==> config.mk <==
export PLATFORM = sky130hd
export DESIGN_NAME = csr_trap_ctrl
export DESIGN_NICKNAME = d
export VERILOG_FILES = /design/src/rtl/csr_trap_ctrl.sv
export SDC_FILE = /design/constraint.sdc
export NUM_CORES = 1
export LEC_CHECK = 0
export BUFFER_PORTS_ARGS = -buffer_cell sky130_fd_sc_hd__buf_2
export CAP_MARGIN = 30
export CELL_PAD_IN_SITES_DETAIL_PLACEMENT = 1
export CELL_PAD_IN_SITES_GLOBAL_PLACEMENT = 2
export CORE_MARGIN = 2
export CORE_UTILIZATION = 33
export DETAILED_ROUTE_END_ITERATION = 10
export PLACE_DENSITY_LB_ADDON = 0.15
export SKIP_CTS_REPAIR_TIMING = 1
export SLEW_MARGIN = 15
export SYNTH_ARGS = -nofsm -noshare
export SYNTH_HDL_FRONTEND = slang
export SYNTH_SLANG_ARGS = --single-unit
==> constraint.sdc <==
create_clock -name clk -period 4.7 [get_ports clk]
set_input_delay 0.235 -clock clk [delete_from_list [all_inputs] [get_ports clk]]
set_output_delay 0.235 -clock clk [all_outputs]
set_load 0.02 [all_outputs]
==> src/rtl/csr_trap_ctrl.sv <==
// Machine-mode CSR file and timer-interrupt / mret trap sequencer.
// Drains the pipeline before redirecting fetch to the handler or back to mepc.
//
// state  | meaning
// IDLE   | normal execution, watching for mret or a pending timer interrupt
// FLUSH  | flush_req held until the pipeline reports drained
// ENTER  | excep pulse, fetch redirected to trap_pc
// RETURN | epc_taken pulse, fetch redirected to mepc
module csr_trap_ctrl #(
   parameter int               XLEN        = 32,
   parameter logic [XLEN-1:0]  MTVEC_RESET = '0
) (
   input  logic            clk,
   input  logic            rst,
   input  logic            tm_interupt,
   input  logic            is_mret,
   input  logic [XLEN-1:0] pc_cur,
   input  logic            csr_we,
   input  logic [11:0]     csr_addr,
   input  logic [XLEN-1:0] csr_wdata,
   output logic [XLEN-1:0] csr_rdata,
   output logic            flush_req,
   input  logic            flush_ack,
   output logic            excep,
   output logic [XLEN-1:0] trap_pc,
   output logic            epc_taken,
   output logic [XLEN-1:0] epc
);

   localparam logic [11:0] ADDR_MSTATUS = 12'h300;
   localparam logic [11:0] ADDR_MIE     = 12'h304;
   localparam logic [11:0] ADDR_MTVEC   = 12'h305;
   localparam logic [11:0] ADDR_MEPC    = 12'h341;
   localparam logic [11:0] ADDR_MCAUSE  = 12'h342;
   localparam logic [11:0] ADDR_MIP     = 12'h344;

   localparam logic [XLEN-1:0] ALIGN_MASK  = ~XLEN'(3);
   localparam logic [XLEN-1:0] VEC_OFFSET  = XLEN'(28);
   localparam logic [XLEN-1:0] CAUSE_TIMER = {1'b1, {(XLEN-5){1'b0}}, 4'd7};

   typedef enum logic [1:0] {IDLE, FLUSH, ENTER, RETURN} state_t;

   state_t          state, state_nxt;
   logic            hw_trap, hw_ret;
   logic            mstatus_mie, mstatus_mpie, mie_mtie, mip_mtip;
   logic [XLEN-1:0] mepc, mcause, mtvec;
   logic            pending;
   logic [XLEN-1:0] trap_target;

   assign pending = mstatus_mie & mie_mtie & mip_mtip;

   // MODE 1 is vectored; reserved modes 2/3 fall back to direct
   assign trap_target = {mtvec[XLEN-1:2], 2'b00} +
                        ((mtvec[1:0] == 2'b01) ? VEC_OFFSET : '0);

   always_comb begin
      state_nxt = state;
      hw_trap   = 1'b0;
      hw_ret    = 1'b0;
      case (state)
         IDLE: begin
            if (is_mret) begin
               state_nxt = RETURN;
               hw_ret    = 1'b1;
            end else if (pending) begin
               state_nxt = FLUSH;
            end
         end
         FLUSH: begin
            if (flush_ack) begin
               state_nxt = ENTER;
               hw_trap   = 1'b1;
            end
         end
         ENTER:   state_nxt = IDLE;
         RETURN:  state_nxt = IDLE;
         default: state_nxt = IDLE;
      endcase
   end

   always_ff @(posedge clk) begin
      if (rst) begin
         state     <= IDLE;
         flush_req <= 1'b0;
         excep     <= 1'b0;
         trap_pc   <= '0;
         epc_taken <= 1'b0;
         epc       <= '0;
      end else begin
         state     <= state_nxt;
         flush_req <= (state_nxt == FLUSH);
         excep     <= hw_trap;
         trap_pc   <= hw_trap ? trap_target : '0;
         epc_taken <= hw_ret;
         epc       <= hw_ret ? mepc : '0;
      end
   end

   // Hardware trap/return updates take priority over a same-cycle CSR write
   always_ff @(posedge clk) begin
      if (rst) begin
         mstatus_mie  <= 1'b0;
         mstatus_mpie <= 1'b0;
         mie_mtie     <= 1'b0;
         mip_mtip     <= 1'b0;
         mepc         <= '0;
         mcause       <= '0;
         mtvec        <= MTVEC_RESET;
      end else begin
         mip_mtip <= tm_interupt;
         if (hw_trap) begin
            mepc         <= pc_cur & ALIGN_MASK;
            mcause       <= CAUSE_TIMER;
            mstatus_mpie <= mstatus_mie;
            mstatus_mie  <= 1'b0;
         end else if (hw_ret) begin
            mstatus_mie  <= mstatus_mpie;
            mstatus_mpie <= 1'b1;
         end
         if (csr_we) begin
            case (csr_addr)
               ADDR_MSTATUS: begin
                  if (!hw_trap && !hw_ret) begin
                     mstatus_mie  <= csr_wdata[3];
                     mstatus_mpie <= csr_wdata[7];
                  end
               end
               ADDR_MIE:    mie_mtie <= csr_wdata[7];
               ADDR_MEPC:   if (!hw_trap) mepc <= csr_wdata & ALIGN_MASK;
               ADDR_MCAUSE: if (!hw_trap) mcause <= csr_wdata;
               ADDR_MTVEC:  mtvec <= csr_wdata;
               default: ;
            endcase
         end
      end
   end

   always_comb begin
      csr_rdata = '0;
      case (csr_addr)
         ADDR_MSTATUS: begin
            csr_rdata[3] = mstatus_mie;
            csr_rdata[7] = mstatus_mpie;
         end
         ADDR_MIE:    csr_rdata[7] = mie_mtie;
         ADDR_MIP:    csr_rdata[7] = mip_mtip;
         ADDR_MEPC:   csr_rdata = mepc;
         ADDR_MCAUSE: csr_rdata = mcause;
         ADDR_MTVEC:  csr_rdata = mtvec;
         default:     csr_rdata = '0;
      endcase
   end

endmodule
# Yosys cells after proc, flatten, opt, wreduce, memory -nomap -nowiden
# Cells that the tools add are included.
op_classes:
  add_sub_neg: 1
  mul: 0
  div_mod_pow: 0
  magnitude_cmp: 0
  eq_ne: 11
  shift: 0
  n_mux: 32
  bitwise: 4
  reduce_logical: 9
ops:
  columns: ["cell", "n"]
  rows:
  - ["$mux 32", 8]
  - ["$eq 12x10->1 const B", 6]
  - ["$pmux 24 s3", 1]
  - ["$add 32x5->32", 1]
  - ["$pmux 3 s3", 2]
  - ["$mux 1", 14]
  - ["$eq 2x1->1 const B", 3]
  - ["$mux 2", 3]
  - ["$pmux 1 s6", 1]
  - ["$pmux 2 s3", 1]
  - ["$reduce_or 2->1", 3]
  - ["$mux 5", 1]
  - ["$eq 2x2->1 const B", 2]
  - ["$pmux 1 s4", 1]
  - ["$reduce_and 2->1", 2]
  - ["$and 1x1->1", 2]
  - ["$logic_not 1->1", 2]
  - ["$logic_not 2->1", 1]
  - ["$not 1->1", 2]
  - ["$logic_and 1x1->1", 1]
totals:
  regBits: 169
  latchBits: 0
  ram_bits: 0
  rom_bits: 0
  input_bits: 82
  wordCells: 70
  memories: 0

# Logic depth before layout (Yosys ltp)
depth:
  depth_word: 7
  mapped_depth: 9

# Least setup slack after synthesis
# OpenSTA, ideal clock, no wires.
synth_path:
  kind: "register to register"
  start: "register mtvec[1]"
  end: "register trap_pc[26]"
  setup_time_ns: 0.070
  arrival_ns: 2.335
  path_slack_ns: 2.295
  stages_incl_launch_ff: 9
  path_buffers: 1
  path_cell_list: "dfxtp_1 -> nand2b_1 -> clkbuf_1 -> xnor2_1 -> ha_1 -> nand2_1 -> a2111o_1 -> or4_1 -> a21oi_1"
synth_via:
  elab_chain_cells: 3
synth_lines:
  columns: ["item", "line_no", "text"]
  rows:
  - ["start, declared", "46", "logic [XLEN-1:0] mepc, mcause, mtvec;"]
  - ["start signal, assigned", "131", "ADDR_MTVEC: mtvec <= csr_wdata;"]
  - ["$eq 2x1->1", "54", "((mtvec[1:0] == 2'b01) ? VEC_OFFSET : '0);"]
  - ["$mux 5", "54", null]
  - ["$add 32x5->32", "53", "assign trap_target = {mtvec[XLEN-1:2], 2'b00} +"]
  - ["end signal, assigned", "93", "trap_pc <= hw_trap ? trap_target : '0;"]
  - ["end, declared", "25", "output logic [XLEN-1:0] trap_pc,"]
# Every way passes these cells.
# A chain may end at the register's enable or synchronous reset.

# Final worst setup path
layout_path:
  start: "input port csr_addr[5]"
  end: "output port csr_rdata[16]"
layout_via:
  elab_chain_cells: 2
  elab_cells_between_ends: 4
  classes_between: "eq/ne: 3; mux: 1"
layout_lines:
  columns: ["item", "line_no", "text"]
  rows:
  - ["start, declared", "19", "input logic [11:0] csr_addr,"]
  - ["$eq 12x10->1", "140", "case (csr_addr)"]
  - ["$pmux 24 s3 *", "140", null]
  - ["end, declared", "21", "output logic [XLEN-1:0] csr_rdata,"]
# Mark *: on every way between the ends. The rest lies on a longest branch, timed or not.

==> metrics.cfg <==
[status]
outcome = finished with violations
violations = negative hold slack

[clock_network]
h-tree-depth = 4
clk_path_buf_depth = 2
cts_sinks = 167
clk-insertion-delay-late_ns = 0.43
clk_pin_slew_worst_paths_ns = 0.07
cts_tree = built
cts_buffers = 17
cts_root_buf = clkbuf_16

[sta]
tightestPinTransition_ns = 0.8398
slew_headroom_pct = 43.85
final_hold_viol_count = 7
rsz0062_at_grt = false
setup_viol = 0
fin_tns_setup_ns = 0
skew_ns = 0.007460
drv_slew = 0
whs_ns = -0.01201
finalCritPeriodShare_pct = 60.24
fin_crit_ns = 2.831
fmaxAchievable_mhz = 353.2

[floorplanning]
initial_core_util_pct = 33.39
fp-row-count = 53
dieWidth_um = 149.4
design.portCount = 181
die_area_sq_um = 22310
coreArea_sq_um = 20890
die_h_um = 149.4

[yosys]
async_flop_share_pct = 0
synth-edff-count = 0
syn_area_sq_um = 6974
ys_types = 50
ys_ff_latch = 167
synth_top_area_share_pct = 47.94
seq_area_frac_synth_pct = 47.94
synth_area_leaders = dfxtp_1 48%, nand2_1 8.7%, a21oi_1 5.7%, mux2i_1 4.9%, a221o_1 4.4%
yosysWarningCount = 0
syn_area_per_cell_sq_um = 8.433
syn_inst = 827
ys.flop_type = dfxtp_1
post-synth-top-area-cell = dfxtp_1

[cells_and_area]
final_area_sq_um = 8730
final_cell_mix = 176 x buf_2, 167 x dfxtp_1, 162 x nand2_1
drive_above_1_share_pct = 23.62
layout_commonest_cell = buf_2
filler_cell_count = 2541
nets = 1065
areaGrowthSynthToFinish_pct = 25.17

[routing]
vias = 6502
routed_wl_mm = 24.31
wl_per_cell_um = 19.11
ant_nets = 0
drtIter0Drc = 252
vias_per_cell = 5.112
first_pass_iters = 5
drc = 0

[placed_design]
gp_congestion = 0.8145
post_dp_cell_area_sq_um = 8094
hpwl_mm = 16.66
port-buffer-count = 176

[power]
p_clk_share_pct = 46.2
switching_share_pct = 24.88
share_comb_of_total_power_pct = 5.0
switchingPower_mw = 0.7397
seqPwrFrac_pct = 48.8
ir_drop_uv = 212.0
total_leakage_power_nw = 3.528
power_density_nw_per_um2 = 340.6
internal_power_mw = 2.233
power_mw = 2.973

[global_route]
grt_pass1_wl_mm = 37.61
antenna_found_initial = 3
grt_max_degree = 47
grt-ovfl-total = 0
grt_use_total_pct = 22.15
grt_pass1_vias = 6313

[setup_path]
cp-start-kind = input port
crit_arrival_ns = 2.60
cp_max_fo = 22
worstPathRequired_ns = 4.47
end_kind = output port
worstSetupPathType = input port to output port

[job]
drv_cap = 0

[worst_hold_path]
hp-class = input port to flip-flop

## final cells by class
type | count | area [sq um] | share of cell area [%]
antenna | 2 | 5.005 | 0.05733
clock buffer | 17 | 425.4 | 4.873
clock inverter | 15 | 145.1 | 1.663
inverter | 32 | 120.1 | 1.376
multi-input combinational | 568 | 3301 | 37.81
sequential | 167 | 3343 | 38.30
tap | 275 | 344.1 | 3.942
timing repair buffer | 196 | 1046 | 11.98
## Yosys cell counts (all sizes together) (2+ instances only)
cell and instances:
a31oi 2, nand2 162, nand3b 3, nor3b 3, a2111oi 2, o21a 3
nand2b 5, and4 5, nand4 6, or3b 2, mux2i 34, buf 5
dfxtp 167, clkbuf 56, nor4 6, nand3 9, o21ai 36, nor2b 4
a21oi 79, inv 32, nor2 24, o31ai 11, and2 34, mux2 3
xnor2 10, and3 2, or4 13, or4b 3, nor3 50, a211oi 4
a221o 31, or3 8
## path summary, 6_finish.rpt
kind / start / to / slack (ns) / cells past startpoint
worst min register to register: mcause[9]$_SDFF_PP0_ / mcause[9]$_SDFF_PP0_ / 0.45 / 2
worst max-delay path: csr_addr[5] / csr_rdata[16] / 1.87 / 7
worst max register to register: mtvec[1]$_SDFFE_PP0P_ / trap_pc[26]$_SDFF_PP0_ / 1.91 / 7
worst min-delay path: pc_cur[10] / mepc[10]$_SDFF_PP0_ / -0.01 / 3
## flip-flops by register name, indices dropped and copies added, names as in the netlist
| register | count |
|---|---|
| epc_taken | 1 |
| mtvec | 32 |
| trap_pc | 30 |
| state | 2 |
| mie_mtie | 1 |
| mepc | 32 |
| mstatus_mie | 1 |
| mcause | 32 |
| mstatus_mpie | 1 |
| mip_mtip | 1 |
| epc | 32 |
| flush_req | 1 |
| excep | 1 |
## stage by stage
step | utilization (%) | instances | setup WS (ns)
after CTS | 41.48 | 1264 | 1.867
after detailed placement | 38.75 | 1232 | 1.761
final | 41.79 | 1272 | 1.869
after global routing | 41.78 | 1271 | 1.659
after floorplan | - | 828 | 2.295
after global placement | 38.75 | 1232 | 1.827
## critical path: stages
cell	delay (ns)
buf_2	0.12
nor4b_1	0.72
nand2_1	0.46
buf_4	0.37
nor3_1	0.35
a221o_1	0.16
buf_2	0.17
## kinds of logic after synthesis
family | count (synthesis) | share of synthesized area (%)
other cells | 1 | 0.05377
xor+xnor | 10 | 1.256
simple gates | 345 | 24.35
mux | 37 | 5.364
flops | 167 | 47.94
fa+ha+maj | 1 | 0.1794
buf+inv | 93 | 5.131
compound gates | 173 | 15.73
## power by group through the flow
stage          combinational (mW)  sequential (mW)  clock (mW)
6_report                    0.149             1.45        1.37
5_1_grt                     0.164             1.45        1.47
4_1_cts                     0.147             1.45        1.41
3_5_place_dp                0.146             1.48           0
3_3_place_gp                0.145             1.48           0
2_1_floorplan              0.0613             1.48           0
## routing by layer
layer	up-vias	global-route usage (%)	wire length, um
li1	3191	-	-
met1	3133	32.35	12280
met2	157	32.18	10330
met3	21	5.657	1316
met4	0	6.048	373
met5	-	0	0
No activity file was read; power rests on OpenSTA's default activity.
